==> src/rtl/qtpa_pkg.sv <==
// Shared QTP-A/QTP-S types: ALU width, branch condition codes,
// branch-resolve FSM states and the architectural flag bundle.
package qtpa_pkg;

    localparam int DATA_WIDTH = 16;

    typedef enum logic [3:0] {
        EQ, NE, LTU, GEU, VS, VC, LEU, GTU, AL, NV
    } cond_t;

    typedef enum logic {
        BR_IDLE,
        BR_PEND
    } br_state_t;

    typedef struct packed {
        logic z;
        logic c;
        logic v;
    } flags_t;

endpackage

==> src/rtl/qtps_cond_eval.sv <==
// Combinational condition-code evaluator, shared by branch
// resolution and predicated execution.
module qtps_cond_eval
    import qtpa_pkg::*;
(
    input  flags_t flags,
    input  cond_t  cond,
    output logic   taken
);

    always_comb begin
        taken = 1'b0;
        unique case (1'b1)
            (cond == EQ):  taken = flags.z;
            (cond == NE):  taken = ~flags.z;
            (cond == LTU): taken = flags.c;
            (cond == GEU): taken = ~flags.c;
            (cond == VS):  taken = flags.v;
            (cond == VC):  taken = ~flags.v;
            (cond == LEU): taken = flags.c | flags.z;
            (cond == GTU): taken = ~flags.c & ~flags.z;
            (cond == AL):  taken = 1'b1;
            default:       taken = 1'b0;
        endcase
    end

endmodule

==> src/rtl/qtps_branch_resolve.sv <==
// Flag register, conditional branch evaluation and registered
// fetch redirect with taken/not-taken performance counters.
module qtps_branch_resolve
    import qtpa_pkg::*;
#(
    parameter int DATA_WIDTH = qtpa_pkg::DATA_WIDTH,
    parameter int ADDR_WIDTH = 16,
    parameter int CNT_WIDTH  = 16
) (
    input  logic                  clk,
    input  logic                  rst,
    input  logic                  ex_valid,
    input  logic                  ex_flag_we,
    input  logic                  ex_zero,
    input  logic                  ex_carry,
    input  logic                  ex_ovf,
    input  logic                  br_valid,
    output logic                  br_ready,
    input  cond_t                 br_cond,
    input  logic [ADDR_WIDTH-1:0] br_target,
    input  logic                  flush,
    output logic                  redir_valid,
    input  logic                  redir_ready,
    output logic [ADDR_WIDTH-1:0] redir_pc,
    output logic [2:0]            flags_q,
    output logic [CNT_WIDTH-1:0]  cnt_taken,
    output logic [CNT_WIDTH-1:0]  cnt_not_taken
);

    localparam int CW = (CNT_WIDTH < DATA_WIDTH) ? CNT_WIDTH : DATA_WIDTH;

    br_state_t       state_q;
    flags_t          flags_r;
    flags_t          ex_flags;
    flags_t          eval_flags;
    logic            flag_wr;
    logic            br_taken;
    logic            accept;
    logic [CW-1:0]   taken_q;
    logic [CW-1:0]   nt_q;

    assign flag_wr    = ex_valid & ex_flag_we;
    assign ex_flags   = '{z: ex_zero, c: ex_carry, v: ex_ovf};
    // Same-cycle EX flags bypass the register so a branch never stalls
    assign eval_flags = flag_wr ? ex_flags : flags_r;

    qtps_cond_eval u_cond_eval (
        .flags (eval_flags),
        .cond  (br_cond),
        .taken (br_taken)
    );

    assign br_ready      = (state_q == BR_IDLE);
    assign accept        = br_valid & br_ready & ~flush;
    assign flags_q       = flags_r;
    assign cnt_taken     = CNT_WIDTH'(taken_q);
    assign cnt_not_taken = CNT_WIDTH'(nt_q);

    always_ff @(posedge clk) begin
        if (rst) begin
            state_q     <= BR_IDLE;
            flags_r     <= '0;
            redir_valid <= 1'b0;
            redir_pc    <= '0;
            taken_q     <= '0;
            nt_q        <= '0;
        end else begin
            if (flag_wr)
                flags_r <= ex_flags;
            if (flush) begin
                state_q     <= BR_IDLE;
                redir_valid <= 1'b0;
            end else begin
                unique case (state_q)
                    BR_IDLE: begin
                        if (accept && br_taken) begin
                            redir_pc    <= br_target;
                            redir_valid <= 1'b1;
                            state_q     <= BR_PEND;
                        end else if (accept && (nt_q != '1)) begin
                            nt_q <= nt_q + CW'(1);
                        end
                    end
                    BR_PEND: begin
                        if (redir_ready) begin
                            redir_valid <= 1'b0;
                            state_q     <= BR_IDLE;
                            if (taken_q != '1)
                                taken_q <= taken_q + CW'(1);
                        end
                    end
                    default: state_q <= BR_IDLE;
                endcase
            end
        end
    end

endmodule

==> config.mk <==
export PLATFORM = sky130hd
export DESIGN_NAME = qtps_branch_resolve
export DESIGN_NICKNAME = d
export VERILOG_FILES = /design/src/rtl/qtpa_pkg.sv /design/src/rtl/qtps_cond_eval.sv /design/src/rtl/qtps_branch_resolve.sv
export SDC_FILE = /design/constraint.sdc
export NUM_CORES = 1
export LEC_CHECK = 0
export ABC_AREA = 1
export BUFFER_PORTS_ARGS = -buffer_cell sky130_fd_sc_hd__buf_2
export CAP_MARGIN = 30
export CORE_MARGIN = 10
export CORE_UTILIZATION = 30
export CTS_BUF_LIST = sky130_fd_sc_hd__clkbuf_8
export CTS_CLUSTER_DIAMETER = 40
export DETAILED_ROUTE_END_ITERATION = 7
export GPL_TIMING_DRIVEN = 0
export PLACE_DENSITY = 0.61
export SYNTH_ARGS = -nofsm -noshare
export SYNTH_HDL_FRONTEND = slang
export SYNTH_HIERARCHICAL = 1
export SYNTH_SLANG_ARGS = --single-unit
export TNS_END_PERCENT = 1
==> constraint.sdc <==
create_clock -name clk -period 4.25 [get_ports clk]
set_clock_uncertainty 0.05 [all_clocks]
set_input_delay 0.85 -clock clk [delete_from_list [all_inputs] [get_ports clk]]
set_output_delay 0.85 -clock clk [all_outputs]
set_load 0.02 [all_outputs]
Yosys cells after proc, flatten, opt, wreduce, memory -nomap -nowiden
Cells that the tools add are included.
- flip-flop bits (word level): 53
- bits of input ports: 30
- logic and storage cells: 49
- $add $sub $neg: 2
- eq/ne operators: 12
- multiplexer cells: 8
- bitwise logic cells: 11
- reductions and logical operators: 8
- operators with widths (operator ; number):
    $add A16 B1 Y16 const B ; 2
    $ne A16 B16 Y1 const B ; 2
    $eq A4 B3 Y1 const B ; 4
    $pmux W1 S9 ; 1
    $eq A4 B2 Y1 const B ; 2
    $reduce_and A4 Y1 ; 2
    $not A1 Y1 ; 6
    $and A1 B1 Y1 ; 4
    $eq A4 B1 Y1 const B ; 1
    $eq A4 B4 Y1 const B ; 1
    $logic_not A4 Y1 ; 1
    $mux W1 ; 4
    $pmux W1 S2 ; 2
    $mux W3 ; 1
    $reduce_and A3 Y1 ; 1
    $logic_and A1 B1 Y1 ; 2
    $ne A2 B1 Y1 const B ; 1
    $ne A2 B2 Y1 const B ; 1
    $reduce_and A2 Y1 ; 1
    $reduce_or A2 Y1 ; 1
    $or A1 B1 Y1 ; 1

Logic depth before layout (Yosys ltp)
Gate-level depths: netlist of run 1.
- depth in word-level cells: 8
- mapped depth: 18
- mapped depth without buffers: 17

Modules after synthesis
Netlist of run 1, hierarchy kept.
- modules (own cells, without submodules) (module ; times used ; cells each ; area each (µm²)):
    qtps_branch_resolve ; 1 ; 392 ; 2623.8
    qtps_cond_eval ; 1 ; 30 ; 132.6

Worst setup path before layout of run 1
Ideal clock, no wire load.
- path kind: input port to flip-flop
- from: input ex_valid
- to: register redir_pc[10]
- library setup time: 0.116 ns
- arrival time: 2.295 ns
- setup slack: 1.789 ns
- cell stages on the path: 14
- path buffers: 1
- cells stage by stage: nand2_1 o21ai_0 inv_1 nor2_1 nand3_1 nand2_1 nor2_1 nand3_1 inv_1 nor2_4 clkinv_1 buf_2 nor2_1 nor2_1
- RTL lines (item ; RTL line ; RTL):
    from (decl) ; qtps_branch_resolve.sv:12 ; input logic ex_valid,
    to (signal assigned) ; qtps_branch_resolve.sv:77 ; redir_pc <= br_target;
    to (decl) ; qtps_branch_resolve.sv:24 ; output logic [ADDR_WIDTH-1:0] redir_pc,

==> metrics.md, run 1 <==
| Metric | Value |
|---|---|
| Outcome | `completed` |
| Post-route minimum period | `2627 ps` |
| Area grow syn2layout | `23.10%` |
| Number of I/O pins | `83` |
| Max H-tree Level | `2` |
| PostCTS Resize Cnt | `0` |
| Post CTS Setup Buffer Count | `0` |
| Peak supply drop | `approximately 0.00013 V` |
| Max Slew Vio Count | `0` |
| Routed len/inst | `approximately 12 µm` |
| # diodes | `0` |
| Routed vias/inst | `4.544` |
| Vias | `~2,800` |
| Worst Path Max Fanout | `10` |
| CTS Sinks | `53` |
| Slack of the critical path | `1623 ps` |
| Clock root buffer | `clkbuf_8` |
| Synth Register Bits | `between 50 and 60` |
| DP Worst Slack | `about 1300 ps` |
| Lkg Pwr | `between 0.0015 and 0.002 µW` |
| Switching power | `254.5 µW` |
| Comb pwr share | `between 10% and 20%` |
| WS Path Type | `in -> reg` |
| Worst Tran Pin Value | `just under 600 ps` |
| Post-Syn Area | `approximately 2800 µm²` |
| Initial Util | `around 31%` |
| Synth warn | `6` |
| Switching Share | `27.27%` |
| Chip Width | `between 100 and 150 µm` |
| FP Rows | `34` |
| Fin area | `3393 µm²` |
| Worst r2r src | `flags_q[2]$_SDFF_PP0_` |
| Longest Clk Path Bufs | `2` |
| Hold WC Path Type | `reg -> reg` |
| Total GRT Usage | `approximately 11%` |
| Most frequent cells in the layout | `nand2_1 (110), nor2_1 (85), buf_2 (83), dfxtp_1 (53), inv_1 (40)` |
| Fin crit share | `between 60% and 70%` |
| Worst Setup EP | `redir_pc[11]$_SDFFE_PP0P_` |
| Startpoint Class | `primary input` |
| Clock buffer count from CTS | `5` |
| Mapped Cells | `between 400 and 500` |
| Worst-path clk slew | `100 ps` |
| Layout cells sized above 1 | `roughly a quarter` |
| CTS tree | `yes` |
| Reg2reg path depth | `15` |
| Reg2reg end | `redir_pc[11]$_SDFFE_PP0P_` |
| Initial antenna violation count | `0` |
| CORE AREA | `8848 µm²` |
| Synthesized Nets | `454` |
| Max-slew headroom | `60.34%` |
| Final setup viols | `0` |
| Flop pwr share | `approximately 55%` |
| Initial DRC Count | `between 100 and 150` |
| Req. time, crit path | `between 4000 and 5000 ps` |
| # nets final | `around 540` |
| PortBufs | `between 80 and 90` |
| Commonest non-fill, non-tap cell in the layout | `nand2_1` |
| Hold path start | `redir_valid$_SDFFE_PP0P_` |
| Mean Syn Cell Area | `approximately 6.5 µm²` |
| Power per Cell Area | `roughly 280 nW/µm²` |
| Fmax | `~0.38 GHz` |
| Seq/Total Area, Yosys | `38.49%` |
| Largest net degree at the start of global routing | `17` |
| Gpl congestion | `a little under 0.9` |
| Hpwl dp | `roughly 6 mm` |
| Share of total power in the clock network | `about a third` |
| Pre-antenna DRT Iters | `4` |
| Drt total wl | `between 7 and 8 mm` |
| Detail Route Antenna Nets | `0` |
| DP Area | `3297 µm²` |
| Internal | `678.7 µW` |
| Total of max-cap violations | `0` |
| Hold Vio Cnt, Final | `0` |
| Clk Latency, worst-skew pair | `just over 300 ps` |
| RSZ-0062 raised after global routing | `no` |
| Arr. time, crit path | `2780 ps` |
| Vias in the first global route | `approximately 2,800` |
| Critical Path End Type | `register` |
| Die Area | `roughly 13,000 µm²` |
| Global route total overflow | `0` |
| First-pass GRT wire length | `12.79 mm` |
| Hold WS | `443.3 ps` |
| Worst setup path start | `ex_valid` |
| Reg2Reg Setup Slack | `around 2100 ps` |
| Die height | `approximately 120 µm` |
| Yosys cell types | `26` |
| DR DRC count | `0` |
| CTS Hold Bufs | `0` |
| Fin Setup TNS | `0 ps` |
-- sequential cells by signal, indices dropped and copies added (netlist names) --
signal and flops:
cnt_not_taken 16, cnt_taken 16, redir_pc 16, flags_q 3
redir_valid 1, state_q 1
-- area by class of cell --
type                    instances  area, µm²
fillers                       985       5455
multi-input cells             316       1470
flip-flops and latches         53       1061
repair buffers                 81      405.4
inverters                      43      166.4
well taps                     108      135.1
clock buffers                   6      82.58
plain buffers                  10      58.81
clock inverters                 2      13.76
-- cell families after synthesis --
kind of cell             share of synthesized area [%]
XOR/XNOR                                         3.495
adder cells (fa/ha/maj)                         0.9077
flip-flops                                       38.49
AO/OA/AOI/OAI                                    8.625
AND/OR/NAND/NOR                                  40.31
buffers and inverters                            8.170
-- how the worst min path moves through the flow --
stage	endpoint	depth (start not counted)
6_report	redir_valid$_SDFFE_PP0P_	2
5_1_grt	cnt_not_taken[0]$_SDFFE_PP0P_	1
4_1_cts	redir_valid$_SDFFE_PP0P_	2
3_5_place_dp	redir_valid$_SDFFE_PP0P_	2
3_3_place_gp	redir_valid$_SDFFE_PP0P_	2
2_1_floorplan	redir_valid$_SDFFE_PP0P_	2
-- routing by layer --
| layer | up-vias | GRT usage, % | wire (µm) |
|---|---|---|---|
| li1 | 1498 | - | - |
| met3 | 8 | 5.478 | 842 |
| met1 | 1224 | 13.91 | 3402 |
| met2 | 83 | 17.86 | 3315 |
| met4 | 0 | 3.003 | 74 |
| met5 | - | 0 | 0 |
-- Yosys cell counts (all sizes together) --
library cell    n  area, µm²
a21oi          24      127.6
buf             5      40.04
clkbuf          5      18.77
clkinv          2      12.51
dfxtp          53       1061
ha              2      25.02
inv            41      153.9
nand2         116      450.4
nand3          31      165.2
nand3b          2      15.01
nand4           5      31.28
nor2           97      414.2
nor3            6      35.03
o21ai          22      110.1
xnor2           4      35.03
xor2            7      61.31
-- through the flow --
stage / cells / total power (µW) / utilization [%]
after floorplan: 422 / 593.7 / -
after global placement: 611 / 635.0 / 37.26
after detailed placement: 611 / 637.5 / 37.26
after CTS: 619 / 953.1 / 38.35
after global routing: 619 / 979.0 / 38.35
final: 619 / 933.2 / 38.35
-- power by group through the flow --
stage / sequential [µW] / combinational [µW] / clock (µW)
after global routing: 517 / 123 / 339
after CTS: 516 / 111 / 326
after detailed placement: 527 / 111 / 0
after global placement: 526 / 109 / 0
after floorplan: 542 / 52.1 / 0
final: 515 / 109 / 309
-- critical path: stages --
cell and delay (ps):
buf_2 70, nand2_1 100, o21ai_0 260, inv_1 120
nor2_1 120, nand3_1 90, nand2_1 80, nor2_1 40
nand3_1 110, inv_1 90, nor2_4 190, clkinv_1 230
buf_2 250, nor2_1 110, nor2_1 50
(Power assumes the default switching activity.)
==> run 2: changes to the inputs <==
- ABC_AREA: 1 -> 0
- PLACE_DENSITY: 0.61 -> 0.62
- clock period: 4.25 -> 2.8 ns (I/O delays scaled with it)
==> run 2 against run 1 <==
Net effect: the run now ends with setup timing left; die area is 9.7% lower; sequential share of layout area is 1.8 points higher; combinational power grew 23%.
==> metrics.md, run 2 <==
| Metric | Value |
|---|---|
| Post-route minimum period | `about 3100 ps` |
| Req. time, crit path | `2980 ps (-1430 ps)` |
| Mapped Cells | `293 (-31%)` |
| Slack of the critical path | `-304.6 ps (-1928 ps)` |
| Most common flop cell mapped by yosys | `dfxtp_1` |
| Pre-antenna DRT Iters | `4 (unchanged)` |
| Die height | `110.1 µm (-5.0%)` |
| Peak supply drop | `0.0001958 V (+56%)` |
| Routed len/inst | `14.98 µm (+21%)` |
| Yosys cell types | `35 (+35%)` |
| Synth warn | `6 (unchanged)` |
| Inst Count DP | `476 (-22%)` |
| Worst Path Max Fanout | `7 (-3)` |
| Total of max-cap violations | `0 (unchanged)` |
| Post-synth top area cell | `dfxtp_1` |
| Critical Path End Type | `register` |
| Most area-consuming cells after synthesis | `dfxtp_1 (44%), a21oi_1 (8.8%), nand2_1 (6.5%)` |
| Post-Syn Area | `2436 µm² (-12%)` |
| Power per Cell Area | `416.6 nW/µm² (+51%)` |
| Final design utilization | `41.12% (+2.8 points)` |
| CORE AREA | `7807 µm² (-12%)` |
| Max H-tree Level | `2 (unchanged)` |
| Vias | `2,571 (-8.6%)` |
| Comb pwr share | `10.0% (-1.7 points)` |
| RSZ-0062 raised after global routing | `yes` |
| Failing checks | `setup timing` |
| Gpl congestion | `0.7973 (-9.2%)` |
| # diodes | `0 (unchanged)` |
| Share of total power in the clock network | `32.2% (-0.9 points)` |
| Switching Share | `24.18% (-3.1 points)` |
| Total GRT Usage | `11.63% (+0.16 points)` |
| Clock buffer count from CTS | `5 (unchanged)` |
| Hold WS | `405.4 ps (-37.84 ps)` |
| Arr. time, crit path | `3290 ps (+510 ps)` |
| Internal | `1014 µW (+49%)` |
| Flop pwr share | `57.8% (+2.6 points)` |
| Worst Tran Pin Value | `830.4 ps (+235.4 ps)` |
| Switching power | `323.4 µW (+27%)` |
| WS Path Type | `in -> reg` |
| Fin Setup TNS | `-2640 ps (-2640 ps)` |
| Chip Width | `110.1 µm (-5.0%)` |
| Hold Vio Cnt, Final | `0 (unchanged)` |
| Final cell count without fillers | `486 (-21%)` |
| CTS tree | `yes` |
| Hpwl dp | `5.389 mm (-10%)` |
| PortBufs | `81 (unchanged)` |
| Drt total wl | `7.281 mm (-4.6%)` |
| Max Slew Vio Count | `0 (unchanged)` |
| Fin crit share | `110.9%` |
| Post-synth top area share | `43.55% (+5.1 points)` |
| Longest Clk Path Bufs | `2 (unchanged)` |
| Commonest non-fill, non-tap cell in the layout | `buf_2` |
| Fmax | `0.3221 GHz` |
| DP Worst Slack | `-722.8 ps (-2009 ps)` |
| Max-slew headroom | `44.22% (-16 points)` |
| Clock root buffer | `clkbuf_8` |
| Async SR Flop Fraction | `0% (unchanged)` |
| Initial DRC Count | `118 (+13%)` |
| Area grow syn2layout | `31.79%` |
| Layout cells sized above 1 | `32.29% (+9.0 points)` |
| Synth cell count leaders | `dfxtp_1 (53), a21oi_1 (43), nand2_1 (42), clkbuf_1 (15)` |
| FP Rows | `32 (-5.9%)` |
| Clk Latency, worst-skew pair | `300 ps (about the same)` |
| Most frequent cell after synthesis | `dfxtp_1` |
| Detail Route Antenna Nets | `0 (unchanged)` |
| Most frequent cells in the layout | `buf_2 (79), dfxtp_1 (53), nand2_1 (41), a21oi_1 (37)` |
| Worst-path clk slew | `90 ps (about the same)` |
| Synth Register Bits | `53 (unchanged)` |
| Synthesized Nets | `325 (-28%)` |
| First-pass GRT wire length | `11.67 mm (-8.7%)` |
| Largest net degree at the start of global routing | `15 (-2)` |
| DR DRC count | `0 (unchanged)` |
| Initial Util | `31.20% (+0.051 points)` |
| Routed vias/inst | `5.290 (+16%)` |
| Seq/Total Area, Yosys | `43.55% (+5.1 points)` |
| Final setup viols | `16 (+16)` |
| CTS Sinks | `53 (unchanged)` |
| Global route total overflow | `0 (unchanged)` |
| Number of I/O pins | `83 (unchanged)` |
| # nets final | `416 (-23%)` |
| Startpoint Class | `primary input` |
| Mean Syn Cell Area | `8.314 µm² (+27%)` |
| Post-synth EDFFs | `0 (unchanged)` |
| Initial antenna violation count | `1 (+1)` |
| Hold WC Path Type | `reg -> reg` |
| Lkg Pwr | `0.001212 µW (-23%)` |
| Die Area | `12,120 µm² (-9.7%)` |
| Vias in the first global route | `2,406 (-13%)` |
| Outcome | `finished, violations left` |
run 2: final timing paths:
kind	startpoint	end	slack [ps]	cells past startpoint
setup / recovery	ex_valid	cnt_not_taken[11]$_SDFFE_PP0P_	-300	11
hold / removal	redir_pc[7]$_SDFFE_PP0P_	redir_pc[7]$_SDFFE_PP0P_	410	2
setup reg to reg	flags_q[2]$_SDFF_PP0_	cnt_not_taken[11]$_SDFFE_PP0P_	-150	9
hold reg to reg	redir_pc[7]$_SDFFE_PP0P_	redir_pc[7]$_SDFFE_PP0P_	410	2
run 2: area by class of cell:
type,count,area (µm²)
fillers,830,4597
multi-input cells,214,1373
flip-flops and latches,53,1061
repair buffers,85,447.9
well taps,102,127.6
plain buffers,17,85.08
clock buffers,6,82.58
inverters,8,30.03
clock inverters,1,3.754
run 2: power by group through the flow:
| stage | Sequential [µW] | Combinational [µW] | Clock, µW |
|---|---|---|---|
| 6_report | 773 | 134 | 431 |
| 5_1_grt | 775 | 149 | 483 |
| 4_1_cts | 773 | 130 | 453 |
| 3_5_place_dp | 790 | 122 | 0 |
| 3_3_place_gp | 790 | 120 | 0 |
| 2_1_floorplan | 805 | 53.7 | 0 |
run 2: cell families (layout without fill, tap and decap cells):
family	after synthesis	count (layout)	synth area share, %
and+or+nand+nor	127	127	28.66
muxes	8	8	3.647
xor gates and xnor gates	1	1	0.3596
buffers and inverters	26	117	4.057
DFF	53	53	43.55
AOI/OAI and AO/OA	76	76	18.70
adders and majority gates	2	2	1.027
run 2: critical path, cell delays in order:
cell	delay, ps
buf_6	100
nand2_4	70
mux2_4	330
a21oi_4	130
xor2_1	170
o21ai_1	80
o31a_1	150
or4b_4	510
or4_4	610
or4_4	440
a21oi_2	140
run 2: layer usage:
metal | vias up | track usage, % | part of all wire, %
li1 | 1277 | - | -
met1 | 1206 | 13.97 | 42
met2 | 82 | 18.71 | 47
met3 | 6 | 5.107 | 10
met4 | 0 | 2.844 | 0.85
met5 | - | 0 | 0
run 2: stage by stage:
stage,total power (µW),instance area (µm²)
after floorplan,858.8,2446
after global placement,910.0,2979
after detailed placement,912.2,2979
after CTS,1356,3162
after global routing,1406,3211
final,1337,3211
run 2: repair_timing:
action                                  4_1_cts  5_1_grt
gates resized for setup                      18       11
pin swaps                                    11        9
endpoints found under the setup margin       12       23
buffers inserted                              2        2
hold buffers                                  0        0
==> run 3: changes to the inputs <==
- SYNTH_HIERARCHICAL: 1 -> not set
==> run 3 against run 2 <==
Net effect: the flow now finishes without violations; utilization is 3.0 points lower; cell count rose by 1.2%; critical path depth down 4; synthesized cell count rose by 0.68%; die area increased by 6.5%; sequential power about the same; critical endpoint is now cnt_not_taken[5]$_SDFFE_PP0P_.
==> metrics.md, run 3 <==
| Metric | Value |
|---|---|
| Final design utilization | `38.16% (-3.0 points)` |
| Req. time, crit path | `2960 ps (-20 ps)` |
| Fmax | `0.3977 GHz (+23%)` |
| Initial DRC Count | `68 (-42%)` |
| Clk Latency, worst-skew pair | `300 ps (about the same)` |
| # nets final | `415 (-0.24%)` |
| Final setup viols | `0 (-16)` |
| CORE AREA | `8636 µm² (+11%)` |
| Post-synth top area share | `40.32% (-3.2 points)` |
| Die height | `113.7 µm (+3.2%)` |
| Worst path bufs/invs | `2 (+1)` |
| Total of max-cap violations | `0 (unchanged)` |
| Longest Clk Path Bufs | `2 (unchanged)` |
| Worst-path clk slew | `110 ps (+20 ps)` |
| First-pass GRT wire length | `11.81 mm (+1.1%)` |
| Commonest non-fill, non-tap cell in the layout | `buf_2` |
| Chip Width | `113.7 µm (+3.2%)` |
| Vias | `2,342 (-8.9%)` |
| Hold WC Path Type | `reg -> reg` |
| Synth Register Bits | `53 (unchanged)` |
| Max H-tree Level | `2 (unchanged)` |
| Post-synth top area cell | `dfxtp_1` |
| Post-Syn Area | `2631 µm² (+8.0%)` |
| Routed len/inst | `13.99 µm (-6.6%)` |
| Internal | `1107 µW (+9.2%)` |
| Initial Util | `30.47% (-0.73 points)` |
| Lkg Pwr | `0.001408 µW (+16%)` |
| Comb pwr share | `10.6% (+0.6 points)` |
| Synth cell count leaders | `dfxtp_1 (53), nor2_1 (36), nand2b_1 (34), mux2i_1 (21), nand2_1 (21)` |
| Gpl congestion | `0.7845 (-1.6%)` |
| Most frequent cell after synthesis | `dfxtp_1` |
| Seq/Total Area, Yosys | `40.32% (-3.2 points)` |
| CP max-delay cell | `mux4_2` |
| Yosys cell types | `42 (+20%)` |
| Post-route minimum period | `2515 ps (-590.0 ps)` |
| PortBufs | `81 (unchanged)` |
| FP Rows | `34 (+6.3%)` |
| Max Slew Vio Count | `0 (unchanged)` |
| Most common flop cell mapped by yosys | `dfxtp_1` |
| Clock buffer count from CTS | `5 (unchanged)` |
| Switching Share | `25.26% (+1.1 points)` |
| Fin crit share | `89.81% (-21 points)` |
| Number of I/O pins | `83 (unchanged)` |
| Synth warn | `0 (-6)` |
| DR DRC count | `0 (unchanged)` |
| Area grow syn2layout | `25.25%` |
| Power per Cell Area | `449.4 nW/µm² (+7.9%)` |
| # diodes | `0 (unchanged)` |
| Final Total Pwr | `1481 µW (+11%)` |
| Switching power | `374.1 µW (+16%)` |
| Routed vias/inst | `4.760 (-10%)` |
| Arr. time, crit path | `2670 ps (-620 ps)` |
| Worst Tran Pin Value | `672.1 ps (-158.3 ps)` |
| CTS tree | `yes` |
| Largest net degree at the start of global routing | `19 (+4)` |
| Total GRT Usage | `10.78% (-0.85 points)` |
| RSZ-0062 raised after global routing | `no` |
| Hold WS | `427.8 ps (+22.31 ps)` |
| Layout cells sized above 1 | `27.60% (-4.7 points)` |
| Post-synth EDFFs | `0 (unchanged)` |
| Detail Route Antenna Nets | `0 (unchanged)` |
| CTS Sinks | `53 (unchanged)` |
| Critical Path End Type | `register` |
| Clock root buffer | `clkbuf_8` |
| Outcome | `completed` |
| Startpoint Class | `primary input` |
| Hpwl dp | `5.454 mm (+1.2%)` |
| Most frequent cells in the layout | `buf_2 (84), dfxtp_1 (53), nor2_1 (36), nand2b_1 (34)` |
| Initial antenna violation count | `0 (-1)` |
| Flop pwr share | `52.4% (-5.4 points)` |
| Vias in the first global route | `2,449 (+1.8%)` |
| Worst Path Max Fanout | `10 (+3)` |
| Max-slew headroom | `54.92% (+11 points)` |
| Fin Setup TNS | `0 ps (+2640 ps)` |
| Mean Syn Cell Area | `8.920 µm² (+7.3%)` |
| Crit path max-delay family | `multiplexers` |
| Most area-consuming cells after synthesis | `dfxtp_1 (40%), nand2b_1 (8.1%), mux2i_1 (8.0%)` |
| Critical Path Max Stage Delay | `550 ps (-60 ps)` |
| Crit-path cells | `buf_2 -> mux4_2 -> mux2_4 -> a211o_1 -> buf_6 -> nor4b_1 -> mux2_2` |
| WS Path Type | `in -> reg` |
| Share of total power in the clock network | `37.0% (+4.8 points)` |
| Pre-antenna DRT Iters | `4 (unchanged)` |
| Mapped Cells | `295 (+0.68%)` |
| Drt total wl | `6.884 mm (-5.5%)` |
| Synthesized Nets | `327 (+0.62%)` |
| Hold Vio Cnt, Final | `0 (unchanged)` |
| CTS Hold Bufs | `0 (unchanged)` |
| Die Area | `12,920 µm² (+6.5%)` |
| Peak supply drop | `0.0002164 V (+11%)` |
| Async SR Flop Fraction | `0% (unchanged)` |
| Global route total overflow | `0 (unchanged)` |
## run 3: changes by cell type after synthesis, moves of 7 or more
cell,before,now
a21oi_1,43,8
clkbuf_1,15,8
mux2i_1,1,21
nand2_1,42,21
nand2b_1,0,34
nor2_1,8,36
nor2b_1,3,11
o31ai_1,14,2
or4_1,14,2
xor2_1,1,10
## run 3: final timing paths
kind	cells past startpoint	from	to	slack (ps)
hold reg to reg	2	redir_pc[7]$_SDFFE_PP0P_	redir_pc[7]$_SDFFE_PP0P_	430
setup reg to reg	6	flags_q[0]$_SDFF_PP0_	cnt_not_taken[5]$_SDFFE_PP0P_	350
hold / removal	2	redir_pc[7]$_SDFFE_PP0P_	redir_pc[7]$_SDFFE_PP0P_	430
setup / recovery	7	br_cond[2]	cnt_not_taken[5]$_SDFFE_PP0P_	290
## run 3: per-stage QoR
| step | instance area, µm² | std cells | worst slack [ps] |
|---|---|---|---|
| floorplan | 2631 | 295 | 231.5 |
| global placement | 3172 | 484 | -55.56 |
| detailed placement | 3172 | 484 | -62.20 |
| CTS | 3289 | 492 | 270.2 |
| global route | 3296 | 492 | 230.9 |
| finish | 3296 | 492 | 285.4 |
## run 3: layout make-up
cell class | count | area, µm²
plain buffers | 13 | 60.06
clock buffers | 5 | 68.82
clock inverters | 3 | 48.80
fillers | 912 | 5340
inverters | 3 | 11.26
multi-input cells | 226 | 1505
flip-flops and latches | 53 | 1061
well taps | 108 | 135.1
repair buffers | 81 | 405.4
## run 3: power by group through the flow
stage	clock network [µW]	registers [µW]	logic, µW
floorplan	0	808	81.8
global placement	0	792	157
detailed placement	0	793	160
CTS	568	776	160
global route	597	778	176
finish	549	775	157
## run 3: cell families (layout without fill, tap and decap cells)
| group | count (synthesis) | count (layout) | share of synthesized area (%) |
|---|---|---|---|
| muxes | 33 | 33 | 13.69 |
| adders and majority gates | 2 | 2 | 0.9509 |
| DFF | 53 | 53 | 40.32 |
| AOI/OAI and AO/OA | 22 | 22 | 5.231 |
| xor gates and xnor gates | 15 | 15 | 4.993 |
| and+or+nand+nor | 154 | 154 | 32.10 |
| buffers and inverters | 16 | 105 | 2.710 |
## run 3: worst register-to-register path, delay by kind of cell, from the launching register on
| kind | cells | cell delay (ps) |
|---|---|---|
| muxes | 3 | 1210 |
| and+or+nand+nor | 1 | 300 |
| buffers and inverters | 1 | 150 |
| DFF | 1 | 340 |
| AOI/OAI and AO/OA | 1 | 300 |
## run 3: timing repair
item                                    in CTS  in global routing
setup buffers                                0                  0
endpoints found under the setup margin       0                  1
resized for setup                            0                  1
## run 3: layer usage
metal | share of wire, % | track usage [%] | routed length (µm) | up-vias
li1 | - | - | - | 1199
met1 | 45 | 12.70 | 3126 | 1070
met2 | 46 | 17.91 | 3169 | 67
met3 | 7.6 | 4.094 | 524 | 6
met4 | 0.92 | 2.876 | 63 | 0
met5 | 0 | 0 | 0 | -
